[config.mk]
export PLATFORM = sky130hd
export DESIGN_NAME = m_ucodeseq
export DESIGN_NICKNAME = d
export VERILOG_FILES = /design/src/rtl/m_ucodeseq.sv
export SDC_FILE = /design/constraint.sdc
export NUM_CORES = 1
export LEC_CHECK = 0
export ABC_AREA = 1
export CORE_UTILIZATION = 25
export CTS_BUF_LIST = sky130_fd_sc_hd__clkbuf_4 sky130_fd_sc_hd__clkbuf_8
export CTS_CLUSTER_SIZE = 25
export DETAILED_ROUTE_END_ITERATION = 8
export PLACE_DENSITY = 0.61
export SLEW_MARGIN = 20
export SYNTH_ARGS = -nofsm -noshare
export SYNTH_HDL_FRONTEND = slang
export SYNTH_SLANG_ARGS = --single-unit
[constraint.sdc]
create_clock -name clk -period 1.2 [get_ports clk]
set_input_delay 0.12 -clock clk [delete_from_list [all_inputs] [get_ports clk]]
set_output_delay 0.12 -clock clk [all_outputs]
set_load 0.02 [all_outputs]
[src/rtl/m_ucodeseq.sv]
// Microcode sequencer: picks the next ROM address from the current microword,
// decoded instruction, branch condition, pending interrupt and memory-wait status.
module m_ucodeseq #(
   parameter logic [7:0]  RESET_ADDR  = 8'h00,
   parameter logic [7:0]  TRAP_ADDR   = 8'h04,
   parameter logic [7:0]  IRQ_ADDR    = 8'h08,
   parameter logic [7:0]  BUSERR_ADDR = 8'h0C,
   parameter int unsigned WAIT_W      = 4
) (
   input  logic        clk,
   input  logic        rst_n,
   input  logic [47:0] d,
   input  logic [4:0]  instr_op,
   input  logic [2:0]  instr_f3,
   input  logic        cond,
   input  logic        mem_busy,
   input  logic        irq,
   output logic [7:0]  minx,
   output logic        progress_ucode,
   output logic        trap,
   output logic        buserr
);

   typedef enum logic {BOOT, RUN} state_t;

   typedef enum logic [1:0] {
      SEQ_NEXT     = 2'b00,
      SEQ_JUMP     = 2'b01,
      SEQ_BRANCH   = 2'b10,
      SEQ_DISPATCH = 2'b11
   } seq_op_t;

   typedef struct packed {
      seq_op_t    seq;
      logic [7:0] target;
      logic       wait_mem;
      logic       illegal;
   } uword_t;

   state_t            state, state_nx;
   uword_t            uw;
   logic [7:0]        minx_q;
   logic [WAIT_W-1:0] wcnt;
   logic              irq_pend;
   logic              stall;
   logic              take;
   logic              wcnt_full;
   logic              unused_ok;

   // Only the sequencing fields matter here; the rest belongs to the datapath.
   assign uw        = uword_t'(d[47:36]);
   assign unused_ok = ^d[35:0];
   assign wcnt_full = &wcnt;

   always_ff @(posedge clk) begin
      if (!rst_n) state <= BOOT;
      else        state <= state_nx;
   end

   always_comb begin
      state_nx = state;
      case (state)
         BOOT:    state_nx = RUN;
         default: state_nx = RUN;
      endcase
   end

   always_comb begin
      minx           = minx_q;
      progress_ucode = 1'b1;
      trap           = 1'b0;
      buserr         = 1'b0;
      stall          = 1'b0;
      take           = 1'b0;
      case (state)
         BOOT: minx = RESET_ADDR;
         RUN: begin
            if (uw.illegal) begin
               minx = TRAP_ADDR;
               trap = 1'b1;
            end else if (uw.wait_mem && mem_busy && !wcnt_full) begin
               // ROM read disabled so d holds and is re-evaluated next cycle
               stall          = 1'b1;
               progress_ucode = 1'b0;
            end else if (uw.wait_mem && mem_busy) begin
               minx   = BUSERR_ADDR;
               buserr = 1'b1;
            end else begin
               case (uw.seq)
                  SEQ_NEXT:   minx = minx_q + 8'd1;
                  SEQ_JUMP:   minx = uw.target;
                  SEQ_BRANCH: minx = cond ? uw.target : minx_q + 8'd1;
                  default: begin
                     if (irq_pend) begin
                        minx = IRQ_ADDR;
                        take = 1'b1;
                     end else begin
                        minx = {instr_op, instr_f3};
                     end
                  end
               endcase
            end
         end
         default: ;
      endcase
   end

   always_ff @(posedge clk) begin
      if (!rst_n) begin
         minx_q   <= RESET_ADDR;
         wcnt     <= '0;
         irq_pend <= 1'b0;
      end else begin
         if (progress_ucode) minx_q <= minx;
         wcnt     <= stall ? wcnt + 1'b1 : '0;
         irq_pend <= (irq_pend | irq) & ~take;
      end
   end

endmodule

Word-level counts from Yosys, hierarchy flattened
Index checks and enable logic that the tools add are counted.
{ "word_totals": {"register_bits": 14} }
{ "classes": {"add_sub_neg": 2, "eq_ne": 2, "muxes": 26, "bitwise": 4, "n_reduce_logical": 7} }
{ "op_table": {"columns": ["cell", "n"], "rows": [
  ["8-bit 2-to-1 mux", 5],
  ["8-bit one-hot mux with 3 select lines", 1],
  ["1-bit 2-to-1 mux", 19],
  ["8-bit one-hot mux with 2 select lines", 1],
  ["8-bit by 1-bit adder with 8-bit output, second input constant", 1],
  ["4-bit by 1-bit adder with 4-bit output, second input constant", 1],
  ["4-bit AND reduction", 1],
  ["3-bit OR reduction", 1],
  ["2-bit by 1-bit equality test with 1-bit output, second input constant", 1],
  ["2-bit equality test, second input constant", 1],
  ["1-bit logical AND", 2],
  ["2-bit logical NOT", 1],
  ["1-bit inverter", 2],
  ["2-bit AND reduction", 1],
  ["1-bit bitwise AND", 1],
  ["1-bit logical NOT", 1],
  ["1-bit bitwise OR", 1]
]} }

Depth between registers and ports, before layout
Gate-level depths: netlist (run 1).
{ "logic_depth": {"depth_word": 9, "depth_mapped": 10} }

Least setup slack after synthesis (run 1)
Ideal clock, no wire load.
{ "synth_timing": {"path_kind": "reg2out", "startpoint": "register wcnt[0]", "endpoint": "output port minx[7]", "arrival_ns": 1.357, "t_required_ns": 1.080, "slack_ns": -0.277, "stages_incl_launch_ff": 7, "path_buffers": 0, "cell_sequence": "dfxtp_1 ha_1 nand3_2 nand2_2 nor2_4 inv_1 o21ai_1"} }
{ "synth_via": {"elab_chain_len": 6} }
{ "synth_rtl": {"columns": ["item", "line_no", "text"], "rows": [
  ["from (decl)", "43", "logic [WAIT_W-1:0] wcnt;"],
  ["from (signal assigned)", "115", "wcnt <= stall ? wcnt + 1'b1 : '0;"],
  ["4-bit AND reduction", "53", "assign wcnt_full = &wcnt;"],
  ["1-bit logical NOT", "81", "end else if (uw.wait_mem && mem_busy && !wcnt_full) begin"],
  ["1-bit logical AND", "81", null],
  ["8-bit 2-to-1 mux", "81", null],
  ["8-bit 2-to-1 mux", "78", "if (uw.illegal) begin"],
  ["8-bit one-hot mux with 2 select lines", "75", "case (state)"],
  ["to (decl)", "18", "output logic [7:0] minx,"]
]} }
Every way passes these cells.

Worst setup path after layout (run 1)
{ "layout_timing": {"startpoint": "register wcnt[1]", "endpoint": "output port minx[1]"} }
Same word-level chain as after synthesis.

==> results_dict.tcl, run 1 <==
set metrics [dict create \
    result_of_the_run "finished with violations" \
    violations "negative setup slack" \
    max_freq_mhz 632 \
    power_per_cell_area_nw_per_um2 693 \
    fillCellCount 381 \
    r2r_setup_slack_ps -280 \
    io_pins 72 \
    h-tree-depth 1 \
    number_of_global_route_vias_before_repair 1217 \
    worst-setup-path-type "reg2out" \
    combinational_family_with_the_most_area_after_synthesis "simple AND/OR/NAND/NOR gates" \
    globalRoute.totalOverflow 0 \
    input_output_buffers 35 \
    synthesis.instances 171 \
    gp_routability_congestion 0.869 \
    hpwl_um 2380 \
    worst_r2r_endpoint "minx_q[1]" \
    synth_cell_type_count 24 \
    synthesis.nets 234 \
    hold_path.class "in2reg" \
    postCtsHoldBufs 0 \
    synthToLayoutAreaGrowth_pct 97.4 \
    timing.critical_path.required_ps 1080 \
    timing.hold.ws_ps 466 \
    insertedDiodeCount 0 \
    crit-reg2reg-launch "minx_q[1]" \
    timing.final.setup_violations 19 \
    critPathMaxFanout 6 \
    core_area_um2 3770 \
    avgSynthCellArea_um2 5.89 \
    min_period_over_period 1.32 \
    cts-buffers-inserted 3 \
    placement_rows 22 \
    postSynthRegisterBits 14 \
    firstDrtPassIters 4 \
    critPathArrivalTime_ps 1460 \
    wl_um 3000 \
    num-nets-final 309 \
    grt_max_degree 9 \
    clkLatencyLatePin_ps 250 \
    post_synth_and_or_nand_nor_area_fraction 0.473 \
    worstSetupStartpoint "wcnt[1]" \
    routedWlPerCell_um 10.2 \
    slew_headroom 0.831 \
    multi_input_area_um2 853 \
    fin_crit_ps 1580 \
    yosys.area_share.xor_xnor 0.0174 \
    clock_sink_count 14 \
    via_per_inst 4.35 \
    synth_mux_area_frac 0 \
    synth_area_um2 1010 \
    clk_path_buf_depth 2 \
    timing.critical_path.to_type "primary output" \
    yosysWarnings 0 \
    unrepaired_setup_endpoints_after_global_routing "yes" \
    clock_transition_time_at_the_flip_flop_clock_pins_of_the_worst_setup_and_hold_paths_ps 60 \
    critPathCapture "minx[1]" \
    synth_compound_area_frac 0.108 \
    tritoncts "built" \
    drc_errors 0 \
    ff2ff_path_depth 8 \
    timing.max_cap.violations 0 \
    number_of_antenna_violations_at_the_first_check_in_global_routing 0 \
    ys_seq_area_frac 0.278 \
    die_height_um 65.5 \
    setup_ws_ps -381 \
    timing_worst_slew_pin_value_ps 252 \
    cp-start-kind "register" \
    antenna_left 0 \
    dr.first_iter.drc_count 21 \
    sequential_cell_area_um2 292 \
    cellLeakagePower_nw 0.956 \
    floorplan.die_area_um2 4290 \
    die_span_in_x_um 65.5 \
    initial_core_util 0.267 \
    layout_common_cells "39 x sky130_fd_sc_hd__nand2_1, 32 x sky130_fd_sc_hd__buf_4, 20 x sky130_fd_sc_hd__clkdlybuf4s50_1" \
    dr_total_vias 1275 \
    grt_util_all_layers 0.158 \
    layout-drive-gt1-share 0.478 \
    mostFrequentLayoutCell "sky130_fd_sc_hd__nand2_1" \
    clk_root_buffer_cell "sky130_fd_sc_hd__clkbuf_8" \
    synth_adder_area_share 0.0248 \
    final-hold-violation-count 0 \
    tns_ps -3910 \
    worst_ir_drop_vdd_mv 0.462 \
    timing_max_transition_violations_final 0 \
    grt_first_pass_wirelength_um 5200 \
    fin_skew_ps 4.28 \
]
-- what timing repair did --
action                                  CTS  global route
pin swaps                                19             9
gates resized for setup                  97            29
endpoints found under the setup margin   22            23
buffers inserted                          3             2
endpoints found under the hold margin     0             0
-- power breakdown --
part	internal (mW)	total (mW)	switching (mW)
logic	0.220	0.422	0.202
clock network	0.291	0.469	0.178
registers	0.476	0.488	0.0116
total	0.987	1.38	0.392
-- cell type report --
cell class              instances  area share
multi-input cells             131       0.429
repair buffers                 70       0.315
flip-flops and latches         14       0.147
inverters                      26      0.0510
well taps                      48      0.0302
clock buffers                   4      0.0277
-- metrics by stage --
stage | utilization | instance area (um^2) | total power, mW | cells | setup WS, ps
after detailed placement | 0.454 | 1710 | 0.873 | 286 | -846
after global routing | 0.527 | 1990 | 1.47 | 293 | -464
final | 0.527 | 1990 | 1.38 | 293 | -381
after floorplan | - | 1060 | 0.659 | 171 | -26.5
after CTS | 0.501 | 1890 | 1.38 | 292 | -367
after global placement | 0.454 | 1710 | 0.873 | 286 | -859
-- cell usage after synthesis (all sizes together) --
| cell type | n | area, um^2 |
|---|---|---|
| nand2 | 63 | 252 |
| a21oi | 9 | 45.0 |
| nor3 | 2 | 10.0 |
| nand4 | 1 | 6.26 |
| a31oi | 1 | 6.26 |
| ha | 2 | 25.0 |
| dfxtp | 14 | 280 |
| o21ai | 7 | 35.0 |
| nor2 | 24 | 110 |
| inv | 25 | 93.8 |
| nand3 | 15 | 85.1 |
| xnor2 | 1 | 8.76 |
| xor2 | 1 | 8.76 |
| o211ai | 1 | 7.51 |
| clkinv | 1 | 5.00 |
| or2 | 1 | 6.26 |
| nand3b | 1 | 7.51 |
| o21bai | 2 | 15.0 |
-- worst min-delay path by stage --
| stage | start | to | slack [ps] | cells after the start |
|---|---|---|---|---|
| after CTS | d[36] | minx_q[3] | 450 | 6 |
| after floorplan | rst_n | state | 150 | 0 |
| after global placement | minx_q[0] | minx_q[0] | 500 | 2 |
| final | d[36] | minx_q[3] | 470 | 6 |
| after detailed placement | minx_q[0] | minx_q[0] | 500 | 2 |
| after global routing | d[36] | minx_q[3] | 490 | 6 |
-- cells by family after synthesis --
logic type,count (synthesis)
AOI/OAI and AO/OA,20
xor gates and xnor gates,2
adders and majority gates,2
buffers and inverters,26
DFF,14
and+or+nand+nor,107
-- worst max-delay path, stage by stage (launching register included) --
cell and delay, ps:
sky130_fd_sc_hd__dfxtp_2 330, sky130_fd_sc_hd__ha_4 160, sky130_fd_sc_hd__nand3_4 80, sky130_fd_sc_hd__nand2_4 70, sky130_fd_sc_hd__nor2_4 130, sky130_fd_sc_hd__buf_6 170
sky130_fd_sc_hd__nand2_1 90, sky130_fd_sc_hd__nand2_2 70, sky130_fd_sc_hd__buf_6 110
-- state kept, by name (all words and copies together) (netlist names) --
register  flops
irq_pend      1
minx_q        8
state         1
wcnt          4
-- metal layers --
layer  part of all wire  GRT usage  up-vias
li1                   -          -      687
met1               0.46      0.195      560
met2               0.49      0.276       26
met3              0.044     0.0399        2
met4             0.0043     0.0326        0
met5                  0          0        -
Note: power is estimated with default switching activity, not from simulation.
==> run 2, diff against run 1 <==
--- a/config.mk
+++ b/config.mk
@@ -6,6 +6,7 @@
 export NUM_CORES = 1
 export LEC_CHECK = 0
 export ABC_AREA = 1
+export CORE_MARGIN = 2
 export CORE_UTILIZATION = 25
 export CTS_BUF_LIST = sky130_fd_sc_hd__clkbuf_4 sky130_fd_sc_hd__clkbuf_8
 export CTS_CLUSTER_SIZE = 25
==> constraint.sdc (replaced) <==
create_clock -name clk -period 1.3 [get_ports clk]
set_input_delay 0.13 -clock clk [delete_from_list [all_inputs] [get_ports clk]]
set_output_delay 0.13 -clock clk [all_outputs]
set_load 0.02 [all_outputs]
==> run 2 against run 1 <==
  * The flow still finishes with violations (negative setup slack)
  * Non-clock buffer count increased by 9
  * Sequential power decreased by 6.8%
  * Global-route usage increased by 0.12 points
  * Final area increased by 5.7%
  * Critical path type unchanged
  * Critical endpoint is now minx[7]
==> results_dict.tcl, run 2 (synthesis gave the netlist of run 1 again) <==
set metrics [dict create \
    result_of_the_run "finished with violations" \
    violations "negative setup slack" \
    fin_skew_ps 2.59 \
    final-instance-count-excl-fill 304 \
    dr_total_vias 1334 \
    grt_max_degree 9 \
    floorplan.die_area_um2 4550 \
    final-hold-violation-count 0 \
    number_of_global_route_vias_before_repair 1302 \
    highest_cell_delay_on_the_worst_timing_path_ps 340 \
    min_period_over_period 1.23 \
    number_of_antenna_violations_at_the_first_check_in_global_routing 0 \
    timing_max_transition_violations_final 0 \
    clock_sink_count 14 \
    core_area_um2 3940 \
    die_height_um 67.5 \
    globalRoute.totalOverflow 0 \
    firstDrtPassIters 4 \
    cellLeakagePower_nw 1.04 \
    mostFrequentLayoutCell "sky130_fd_sc_hd__nand2_1" \
    clkLatencyLatePin_ps 250 \
    routedWlPerCell_um 11.3 \
    hpwl_um 2300 \
    placement_rows 23 \
    critPathArrivalTime_ps 1470 \
    critPathTopFamily "flip-flops" \
    crit_path_frequent_cell "sky130_fd_sc_hd__buf_6" \
    grt_first_pass_wirelength_um 5530 \
    gp_routability_congestion 0.828 \
    via_per_inst 4.39 \
    timing_worst_slew_pin_value_ps 258 \
    clk_root_buffer_cell "sky130_fd_sc_hd__clkbuf_8" \
    tns_ps -2760 \
    setup_ws_ps -297 \
    timing.critical_path.required_ps 1170 \
    fillCellCount 387 \
    path_cells "ha_4 -> nand3_4 -> nand2_4 -> nor2_4 -> buf_6 -> inv_4 -> o21ai_4 -> buf_6" \
    worst-setup-path-type "reg2out" \
    layout-drive-gt1-share 0.500 \
    worst_ir_drop_vdd_mv 0.587 \
    wl_um 3420 \
    drc_errors 0 \
    timing.critical_path.to_type "primary output" \
    input_output_buffers 35 \
    cts-buffers-inserted 3 \
    layout_common_cells "37 x sky130_fd_sc_hd__nand2_1, 31 x sky130_fd_sc_hd__buf_4, 23 x sky130_fd_sc_hd__buf_6" \
    io_pins 72 \
    crit_buf_inv 3 \
    insertedDiodeCount 0 \
    h-tree-depth 1 \
    critPathMaxFanout 3 \
    totalPowerFinal_mw 1.31 \
    grt_util_all_layers 0.159 \
    dr.first_iter.drc_count 48 \
    layout_top_registers "minx_q x8, wcnt x4" \
    tritoncts "built" \
    die_span_in_x_um 67.5 \
    clock_transition_time_at_the_flip_flop_clock_pins_of_the_worst_setup_and_hold_paths_ps 60 \
    placed_cells_incl_taps 286 \
    largest_register "minx_q" \
    synthToLayoutAreaGrowth_pct 109 \
    timing.max_cap.violations 0 \
    fin_crit_ps 1600 \
    unrepaired_setup_endpoints_after_global_routing "yes" \
    clk_path_buf_depth 2 \
    number_of_flip_flops_under_the_largest_register_name 8 \
    antenna_left 0 \
    slew_headroom 0.828 \
    slowest_cell_on_crit_path "sky130_fd_sc_hd__dfxtp_2" \
    initial_core_util 0.255 \
    cp-start-kind "register" \
    max_freq_mhz 626 \
    hold_path.class "in2reg" \
    num-nets-final 318 \
    timing.final.setup_violations 12 \
    power_per_cell_area_nw_per_um2 625 \
]
==> run 2: worst register-to-register path: stages, from the launching register on <==
cell and delay, ps:
sky130_fd_sc_hd__dfxtp_4 360, sky130_fd_sc_hd__buf_6 130, sky130_fd_sc_hd__nand2_4 70, sky130_fd_sc_hd__nor2_4 40, sky130_fd_sc_hd__buf_6 110, sky130_fd_sc_hd__nand3_2 50, sky130_fd_sc_hd__nand2_1 50, sky130_fd_sc_hd__nand2_1 80
sky130_fd_sc_hd__nand2_2 70, sky130_fd_sc_hd__buf_6 120, sky130_fd_sc_hd__buf_6 100, sky130_fd_sc_hd__a21oi_2 110
==> run 2: per-layer routing <==
| layer | global-route usage | share of wire | vias up |
|---|---|---|---|
| li1 | - | - | 705 |
| met5 | 0 | 0 | - |
| met1 | 0.191 | 0.42 | 591 |
| met3 | 0.0350 | 0.054 | 5 |
| met4 | 0.0383 | 0.0099 | 0 |
| met2 | 0.287 | 0.52 | 33 |
==> run 2: what timing repair did <==
action	CTS	global route
resized for setup	104	44
hold buffers	0	0
endpoints found under the setup margin	18	21
buffers inserted	11	8
pin swaps	13	24
==> run 2: path summary, 6_finish.rpt <==
kind / from / end / slack [ps] / cells after the start
hold reg to reg: minx_q[4] / minx_q[4] / 500 / 2
hold / removal: d[36] / minx_q[3] / 470 / 7
setup reg to reg: minx_q[1] / minx_q[5] / -40 / 11
setup / recovery: wcnt[0] / minx[7] / -300 / 8
==> run 2: layout make-up <==
cell class | instances | area [um^2] | area share
multi-input cells | 131 | 846 | 0.402
repair buffers | 79 | 742 | 0.353
flip-flops and latches | 14 | 292 | 0.139
inverters | 26 | 105 | 0.0500
well taps | 50 | 62.6 | 0.0298
clock buffers | 4 | 55.1 | 0.0262
==> run 2: through the flow <==
step           hold WS [ps]  setup WS (ps)   util  area [um^2]
6_report                471           -297  0.533         2100
5_1_grt                 496           -400  0.533         2100
4_1_cts                 486           -341  0.489         1930
3_5_place_dp            495           -761  0.420         1660
3_3_place_gp            470           -760  0.420         1660
2_1_floorplan           158           1.75      -         1020
==> run 2: power breakdown <==
part	switching, mW	internal [mW]	leakage, nW
combinational	0.192	0.219	0.895
clock	0.179	0.269	0.0288
sequential	0.0133	0.442	0.117
